`src/rtl/alu_arbiter_pkg.sv`:
```
// Shared types and constants for the two-requester ALU arbiter.
package alu_arbiter_pkg;

   localparam int NUM_REQ = 2;

   typedef enum logic [1:0] {
      ST_IDLE = 2'd0,
      ST_EXEC = 2'd1,
      ST_RESP = 2'd2
   } state_e;

   // MIPS funct codes understood by the shared ALU
   localparam logic [5:0] FN_ADD = 6'b100000;
   localparam logic [5:0] FN_SUB = 6'b100010;
   localparam logic [5:0] FN_AND = 6'b100100;
   localparam logic [5:0] FN_OR  = 6'b100101;
   localparam logic [5:0] FN_SLT = 6'b101010;

   function automatic logic [NUM_REQ-1:0] owner_onehot(input logic owner);
      return owner ? 2'b10 : 2'b01;
   endfunction

endpackage

```
`src/rtl/alu_arbiter_alu.sv`:
```
// Shared combinational ALU: MIPS funct decode, no overflow trap.
// Unrecognised codes fall back to an unsigned add.
module alu_arbiter_alu
   import alu_arbiter_pkg::*;
#(
   parameter int DATA_WIDTH = 32,
   parameter int MODE_WIDTH = 6
) (
   input  logic [DATA_WIDTH-1:0] i_a,
   input  logic [DATA_WIDTH-1:0] i_b,
   input  logic [MODE_WIDTH-1:0] i_mode,
   output logic [DATA_WIDTH-1:0] o_y
);

   always_comb begin
      o_y = i_a + i_b;
      case (i_mode)
         MODE_WIDTH'(FN_ADD): o_y = i_a + i_b;
         MODE_WIDTH'(FN_SUB): o_y = i_a - i_b;
         MODE_WIDTH'(FN_AND): o_y = i_a & i_b;
         MODE_WIDTH'(FN_OR):  o_y = i_a | i_b;
         MODE_WIDTH'(FN_SLT): o_y = {{(DATA_WIDTH-1){1'b0}}, ($signed(i_a) < $signed(i_b))};
         default:             o_y = i_a + i_b;
      endcase
   end

endmodule

```
`src/rtl/alu_arbiter_rr_arb2.sv`:
```
// Combinational 2-way grant; round-robin on last winner, or fixed priority to
// requester 0 when ALU_ARB_FIXED_PRIO_EN is defined.
module rr_arb2
   import alu_arbiter_pkg::*;
(
   input  logic [NUM_REQ-1:0] i_valid,
   input  logic               i_last,
   output logic [NUM_REQ-1:0] o_grant
);

`ifdef ALU_ARB_FIXED_PRIO_EN
   logic unused_last;
   assign unused_last = i_last;

   always_comb begin
      o_grant    = '0;
      o_grant[0] = i_valid[0];
      o_grant[1] = i_valid[1] & ~i_valid[0];
   end
`else
   // The requester that did not win last time has priority on a tie
   always_comb begin
      o_grant = '0;
      if (i_last) begin
         o_grant[0] = i_valid[0];
         o_grant[1] = i_valid[1] & ~i_valid[0];
      end else begin
         o_grant[1] = i_valid[1];
         o_grant[0] = i_valid[0] & ~i_valid[1];
      end
   end
`endif

endmodule

```
`src/rtl/alu_arbiter.sv`:
```
// Shares one ALU between two valid/ready requesters: accept, execute, respond (>=3 cycles/op).
// Result is held until the owner's rsp_ready; ALU_ARB_FIXED_PRIO_EN selects fixed priority.
module alu_arbiter
   import alu_arbiter_pkg::*;
#(
   parameter int DATA_WIDTH = 32,
   parameter int MODE_WIDTH = 6
) (
   input  logic                      i_clk,
   input  logic                      i_rst,
   input  logic [NUM_REQ-1:0]        i_req_valid,
   output logic [NUM_REQ-1:0]        o_req_ready,
   input  logic [2*DATA_WIDTH-1:0]   i_req_a,
   input  logic [2*DATA_WIDTH-1:0]   i_req_b,
   input  logic [2*MODE_WIDTH-1:0]   i_req_mode,
   output logic [NUM_REQ-1:0]        o_rsp_valid,
   input  logic [NUM_REQ-1:0]        i_rsp_ready,
   output logic [DATA_WIDTH-1:0]     o_rsp_result,
   output logic                      o_rsp_zero,
   output logic                      o_busy
);

   state_e                  state_q, state_d;
   logic                    last_q, last_d;
   logic                    owner_q, owner_d;
   logic [DATA_WIDTH-1:0]   a_q, a_d;
   logic [DATA_WIDTH-1:0]   b_q, b_d;
   logic [MODE_WIDTH-1:0]   mode_q, mode_d;
   logic [DATA_WIDTH-1:0]   result_q, result_d;
   logic                    zero_q, zero_d;
   logic [NUM_REQ-1:0]      rsp_valid_q, rsp_valid_d;
   logic                    busy_q, busy_d;
   logic [NUM_REQ-1:0]      grant;
   logic [DATA_WIDTH-1:0]   alu_y;

   rr_arb2 u_arb (
      .i_valid (i_req_valid),
      .i_last  (last_q),
      .o_grant (grant)
   );

   // ALU only ever sees the registered operands
   alu_arbiter_alu #(
      .DATA_WIDTH (DATA_WIDTH),
      .MODE_WIDTH (MODE_WIDTH)
   ) u_alu (
      .i_a    (a_q),
      .i_b    (b_q),
      .i_mode (mode_q),
      .o_y    (alu_y)
   );

   assign o_req_ready = (state_q == ST_IDLE) ? grant : '0;

   always_comb begin
      state_d     = state_q;
      last_d      = last_q;
      owner_d     = owner_q;
      a_d         = a_q;
      b_d         = b_q;
      mode_d      = mode_q;
      result_d    = result_q;
      zero_d      = zero_q;
      rsp_valid_d = rsp_valid_q;
      case (state_q)
         ST_IDLE: begin
            if (o_req_ready != '0) begin
               owner_d = o_req_ready[1];
               a_d     = o_req_ready[1] ? i_req_a[2*DATA_WIDTH-1:DATA_WIDTH]    : i_req_a[DATA_WIDTH-1:0];
               b_d     = o_req_ready[1] ? i_req_b[2*DATA_WIDTH-1:DATA_WIDTH]    : i_req_b[DATA_WIDTH-1:0];
               mode_d  = o_req_ready[1] ? i_req_mode[2*MODE_WIDTH-1:MODE_WIDTH] : i_req_mode[MODE_WIDTH-1:0];
               state_d = ST_EXEC;
            end
         end
         ST_EXEC: begin
            result_d    = alu_y;
            zero_d      = (alu_y == '0);
            rsp_valid_d = owner_onehot(owner_q);
            state_d     = ST_RESP;
         end
         ST_RESP: begin
            if (i_rsp_ready[owner_q]) begin
               rsp_valid_d = '0;
               last_d      = owner_q;
               state_d     = ST_IDLE;
            end
         end
         default: state_d = ST_IDLE;
      endcase
      busy_d = (state_d != ST_IDLE);
   end

   always_ff @(posedge i_clk) begin
      if (i_rst) begin
         state_q     <= ST_IDLE;
         last_q      <= 1'b1;
         owner_q     <= 1'b0;
         a_q         <= '0;
         b_q         <= '0;
         mode_q      <= '0;
         result_q    <= '0;
         zero_q      <= 1'b0;
         rsp_valid_q <= '0;
         busy_q      <= 1'b0;
      end else begin
         state_q     <= state_d;
         last_q      <= last_d;
         owner_q     <= owner_d;
         a_q         <= a_d;
         b_q         <= b_d;
         mode_q      <= mode_d;
         result_q    <= result_d;
         zero_q      <= zero_d;
         rsp_valid_q <= rsp_valid_d;
         busy_q      <= busy_d;
      end
   end

   assign o_rsp_valid  = rsp_valid_q;
   assign o_rsp_result = result_q;
   assign o_rsp_zero   = zero_q;
   assign o_busy       = busy_q;

endmodule
```
`config.mk`:
```
export PLATFORM = sky130hd
export DESIGN_NAME = alu_arbiter
export DESIGN_NICKNAME = d
export VERILOG_FILES = /design/src/rtl/alu_arbiter_pkg.sv /design/src/rtl/alu_arbiter_alu.sv /design/src/rtl/alu_arbiter_rr_arb2.sv /design/src/rtl/alu_arbiter.sv
export SDC_FILE = /design/constraint.sdc
export NUM_CORES = 1
export LEC_CHECK = 0
export ABC_AREA = 1
export BUFFER_PORTS_ARGS = -buffer_cell sky130_fd_sc_hd__buf_2
export CAP_MARGIN = 5
export CORE_UTILIZATION = 50
export CTS_CLUSTER_DIAMETER = 100
export CTS_CLUSTER_SIZE = 25
export DETAILED_ROUTE_END_ITERATION = 12
export PLACE_DENSITY = 0.79
export SYNTH_ARGS = -nofsm -noshare
export SYNTH_HDL_FRONTEND = slang
export SYNTH_HIERARCHICAL = 1
export SYNTH_SLANG_ARGS = --single-unit
```
`constraint.sdc`:
```
create_clock -name i_clk -period 2.9 [get_ports i_clk]
set_clock_uncertainty 0.15 [all_clocks]
set_input_delay 0.29 -clock i_clk [delete_from_list [all_inputs] [get_ports i_clk]]
set_output_delay 0.29 -clock i_clk [all_outputs]
set_load 0.02 [all_outputs]
```
* After elaboration in Yosys (flattened, before gate mapping) *
Cells that the tools add are included.

cells by class
  add/subtract/negate cells = 2
  multiplexer cells = 14
  eq/ne operators = 7
  reductions and logical operators = 8
  $lt $le $gt $ge = 2
  bitwise operators = 6

operators with widths
  operator                                                     number
  one-hot mux 32 bit (4 select lines)                          1
  two-way mux 32 bit                                           2
  adder 32 bit                                                 1
  bitwise AND 32 bit                                           1
  logical NOT 32 bit                                           1
  less-than comparator 32 bit                                  1
  OR 32 bit                                                    1
  subtractor 32 bit                                            1
  equality test 6 bit (second input constant)                  4
  two-way mux 2 bit                                            6
  two-way mux 6 bit                                            1
  one-hot mux 2 bit (3 select lines)                           1
  AND reduction 2 bit                                          3
  nonzero test 2 bit                                           3
  one-hot mux 2 bit (2 select lines)                           1
  bitwise AND 1 bit                                            2
  equality test 2 x 1 -> 1 bit (second input constant)         1
  equality test 2 bit (second input constant)                  1
  logical NOT 2 bit                                            1
  less-than comparator 1 x 2 -> 1 bit (second input constant)  1
  two-way mux 1 bit                                            2
  inequality test 2 bit (second input constant)                1
  NOT 1 bit                                                    2

storage, ports and cells
  logic and storage cells = 49
  register bits after elaboration = 110

* Depth between registers and ports, before layout *
  depth in word-level cells = 8
  depth in mapped cells = 22

* Modules after synthesis *
The synthesis kept the hierarchy.

modules (own cells, without submodules)
  module           cells each  sequential area each (µm²)  instances  area each (µm²)
  alu_arbiter_alu  1,158       0.0                         1          5,933.2
  alu_arbiter      658         2,202.1                     1          4,664.5
  rr_arb2          4           0.0                         1          27.5

* Worst setup path before layout *
No wires, ideal clock.

  path type = register -> register
  from = register b_q[0]
  to = register zero_q (netlist: o_rsp_zero)
  slack = 0.411 ns
  path buffers = 0
  library setup time = 0.070 ns
  clock period less this slack = 2.489 ns
  cell stages (with the launch flop) = 23
  arrival = 2.269 ns
  path through = dfxtp_1 > ha_1 > inv_1 > fa_1 > inv_1 > nand3_1 > nand2_1 > nand2_1 > nand2_1 > nand2_1 > nand3_1 > nand2_1 > nand2_1 > nand2_1 > nand3_1 > nand3_1 > inv_1 > nand2_1 > nor2_1 > nand2_1 > nor2_1 > nand3_1 > a21oi_1

on the way
  longest elaborated chain between the ends = 3

RTL lines
  element                                            RTL line                                                             text
  start, declared                                    alu_arbiter.sv:27                                                    logic [DATA_WIDTH-1:0] b_q, b_d;
  start signal, assigned                             alu_arbiter.sv:99                                                    b_q <= '0;
  start signal, assigned                             alu_arbiter.sv:110                                                   b_q <= b_d;
  adder 32 bit or subtractor 32 bit (tied branches)  alu_arbiter_alu.sv:18, alu_arbiter_alu.sv:23, alu_arbiter_alu.sv:19
  one-hot mux 32 bit (4 select lines) (*)            alu_arbiter_alu.sv:17                                                case (i_mode)
  named net alu_y[18]                                alu_arbiter.sv:34                                                    logic [DATA_WIDTH-1:0] alu_y;
  logical NOT 32 bit (*)                             alu_arbiter.sv:77                                                    zero_d = (alu_y == '0);
  end signal, assigned                               alu_arbiter.sv:113                                                   zero_q <= zero_d;
  end, declared                                      alu_arbiter.sv:30                                                    logic zero_q, zero_d;

The timed path passes the listed nets; every way through them passes the cells marked *.
A chain may end at the register's enable or synchronous reset.

* Final worst setup path *
  from = register b_q[2]
  to = register zero_q (netlist: o_rsp_zero)

The elaborated chain is that of the path after synthesis.

==> flow_metrics.py <==
metrics = {
    "outcome": {
        "outcome": "complete, no violations",
    },
    "setup_path": {
        "cp.required_ns": 3.05,
        "end_kind": "flip-flop",
        "crit_chain": "inv_1 -> ha_4 -> inv_2 -> nand2_2 -> nand2_1 -> nand2_1 -> nand3_2 -> buf_4 -> nand2_1 -> nand2_2 -> o21ai_1 -> nand4_1 -> inv_1 -> nand4_1 -> nor2_2 -> nand3_1 -> a21oi_2",
        "critPathTopFamily": "simple AND/OR/NAND/NOR gates",
        "rr_worst_depth": 17,
        "cp-endpoint": "o_rsp_zero",
        "r2r-start": "b_q[2]",
        "reg2reg_slack_ns": 0.10,
        "cp.depth": 17,
        "cp.arrival_ns": 2.95,
        "crit_type": "reg2reg",
        "crit_top_cell": "nand2_1",
        "worstReg2RegEnd": "o_rsp_zero",
        "crit_buf_inv": 4,
        "startpoint": "b_q[2]",
        "cp_slowest_stage_delay_ns": 0.37,
        "start_kind": "flip-flop",
        "crit_path_top_delay_cell": "dfxtp_2",
        "critPathMaxFanout": 5,
    },
    "synth": {
        "syn-num-nets": 2064,
        "synth_area_per_cell_um2": 5.84,
        "synth_edf_count": 0,
        "synth_flop_cell": "dfxtp_1",
        "synth_area_um2": 10600,
        "yosysWarnings": 6,
        "ys_seq_elements": 110,
        "synth_cell_types": 40,
        "ys_async_sr_fraction": 0,
        "ys_seq_area_frac": 0.207,
        "synth_cells": 1820,
    },
    "floorplanning": {
        "die_width_um": 148,
        "core.rowCount": 52,
        "dieArea_um2": 21800,
        "die_h_um": 148,
        "ios": 184,
        "coreArea_um2": 20600,
        "start_util": 0.517,
    },
    "power": {
        "p_total_uw": 7180,
        "p_leak_uw": 0.00723,
        "irDropWorstVdd_mv": 0.313,
        "p_per_area_nw_per_um2": 517,
    },
    "route": {
        "drtIter0Drc": 1245,
        "wl_mm": 39.6,
        "drc": 0,
        "viasPerCell": 5.37,
        "first_pass_iters": 6,
        "num_vias": 12800,
        "wl_per_cell_um": 16.6,
        "postRouteAntennaNets": 0,
    },
    "clock_network": {
        "path_clk_slew_ns": 0.09,
        "postCtsHoldBufs": 0,
        "clock_latency_ns": 0.37,
        "clockRootBuffer": "clkbuf_16",
        "cts_tree": "yes",
        "cts_max_path_buffers": 2,
        "htreeDepth": 3,
        "numClockSinks": 110,
        "cts_inserted_buffers": 9,
    },
    "global_routing": {
        "antenna_found_initial": 0,
        "grt_overflow": 0,
        "grt_pass1_wl_mm": 59.0,
        "grt_usage": 0.351,
        "grt_pass1_vias": 11200,
        "grt_max_degree": 85,
    },
    "layout": {
        "fin_nets": 2361,
        "syn_to_final_growth_pct": 30.8,
        "finalInstanceArea_um2": 13900,
        "drive_gt1_frac": 0.267,
        "fillers": 1901,
        "final_util": 0.676,
        "antenna_cells": 0,
    },
    "place": {
        "place_area_um2": 12800,
        "place_ws_ns": -0.124,
        "hpwl_mm": 31.0,
        "place.port_buffers": 183,
        "gp_congestion": 1.04,
    },
    "sta": {
        "layout_setup_ws_ns": 0.101,
        "final.setup.tns_ns": 0,
        "final_max_slew_viol_count": 0,
        "setup_viol": 0,
        "post-route-period-util": 0.965,
        "hold_viol_final": 0,
        "grt_setup_unrepaired": "yes",
        "worst_slew_pin_slew_ns": 0.942,
        "max_slew_margin": 0.371,
        "period_needed_ns": 2.80,
        "fmax_mhz": 357,
    },
    "min_path": {
        "hold_path.class": "in2reg",
    },
    "job": {
        "maxCapViolations": 0,
    },
}
-- cells by family (layout without fill, tap and decap cells) --
logic type	Yosys count	after routing	synth area share
AOI/OAI and AO/OA	441	441	0.220
xor gates and xnor gates	2	2	0.00165
adders and majority gates	98	98	0.117
buffers and inverters	425	727	0.157
DFF	110	110	0.207
and+or+nand+nor	744	744	0.297
-- state kept, by name, summed over array words and instances (netlist names) --
name / cells
state_q: 2
owner_q: 1
o_rsp_zero: 1
mode_q: 6
b_q: 32
o_rsp_result: 32
o_rsp_valid: 2
a_q: 32
o_busy: 1
last_q: 1
-- worst min-delay path by stage --
stage / start / end / slack (ns) / cells after the start
floorplan: mode_q[4] / mode_q[4] / 0.29 / 2
global placement: mode_q[4] / mode_q[4] / 0.30 / 2
detailed placement: mode_q[5] / mode_q[5] / 0.31 / 2
CTS: i_req_b[61] / b_q[29] / 0.05 / 3
global route: i_req_a[57] / a_q[25] / 0.08 / 3
finish: i_req_a[63] / a_q[31] / 0.06 / 3
-- Yosys cell counts (7+ instances only) --
| cell type | count | area [µm²] |
|---|---|---|
| o22ai_1 | 11 | 68.8 |
| nor3_1 | 13 | 65.1 |
| o21ai_1 | 12 | 60.1 |
| nand2_1 | 411 | 1540 |
| buf_4 | 9 | 67.6 |
| buf_2 | 23 | 115 |
| nand2_2 | 13 | 81.3 |
| a21oi_1 | 165 | 826 |
| nor2_1 | 149 | 559 |
| inv_1 | 336 | 1260 |
| a21oi_2 | 12 | 105 |
| dfxtp_1 | 110 | 2200 |
| nand3_1 | 106 | 531 |
| o21ai_0 | 215 | 1080 |
| inv_2 | 17 | 63.8 |
| ha_1 | 96 | 1200 |
| clkbuf_1 | 38 | 143 |
| nand3b_1 | 7 | 52.6 |
| o21bai_1 | 13 | 97.6 |
| nand4_1 | 23 | 144 |
-- cells in the final DEF (no fill, tap or decap), types with 13 or more instances in the layout --
master and n:
nor2_2 27, nand2_2 30, buf_4 168, inv_2 26
dfxtp_1 101, a21oi_1 150, buf_2 183, nand4_1 23
a21oi_2 26, nor2_1 123, ha_4 24, o21ai_0 210
nand3_1 95, ha_1 69, nand3_2 13, inv_1 326
nand2_1 386, o21ai_1 15
-- routing by layer --
metal / GRT usage / part of all wire / up-vias / wire length [µm]
met1: 0.528 / 0.46 / 5812 / 18300
met4: 0.0835 / 0.014 / 0 / 559
met2: 0.521 / 0.42 / 633 / 16500
met3: 0.0509 / 0.11 / 38 / 4210
met5: 0 / 0 / - / 0
li1: - / - / 6362 / -
-- what timing repair did --
item / CTS / global route
buffers inserted: 0 / 12
endpoints found under the setup margin: 1 / 8
pin swaps: 1 / 32
resized for setup: 6 / 170
-- worst min-delay path, stage by stage --
cell	delay [ns]
buf_2	0.07
o21ai_0	0.07
a21oi_1	0.11
-- where the power goes --
| group | total [µW] | leakage [µW] | internal (µW) | switching [µW] |
|---|---|---|---|---|
| clock | 1380 | 0.000150 | 690 | 691 |
| sequential | 1780 | 0.000911 | 1680 | 100 |
| combinational | 4020 | 0.00617 | 1570 | 2440 |
| total | 7180 | 0.00723 | 3940 | 3230 |
-- cell type report --
class	instances	area (µm²)	area share
clock buffers	10	229	0.0165
clock inverters	6	76.3	0.00549
inverters	354	1330	0.0958
multi-input cells	1285	7410	0.534
flip-flops and latches	110	2220	0.160
well taps	270	338	0.0243
repair buffers	357	2290	0.165
-- metrics by stage --
stage                     hold WS (ns)  std cells
after global placement           0.303       2364
after global routing            0.0810       2392
final                           0.0553       2392
after CTS                       0.0523       2380
after detailed placement         0.308       2364
after floorplan                  0.290       1820
Power figures use the tool's default switching activity.
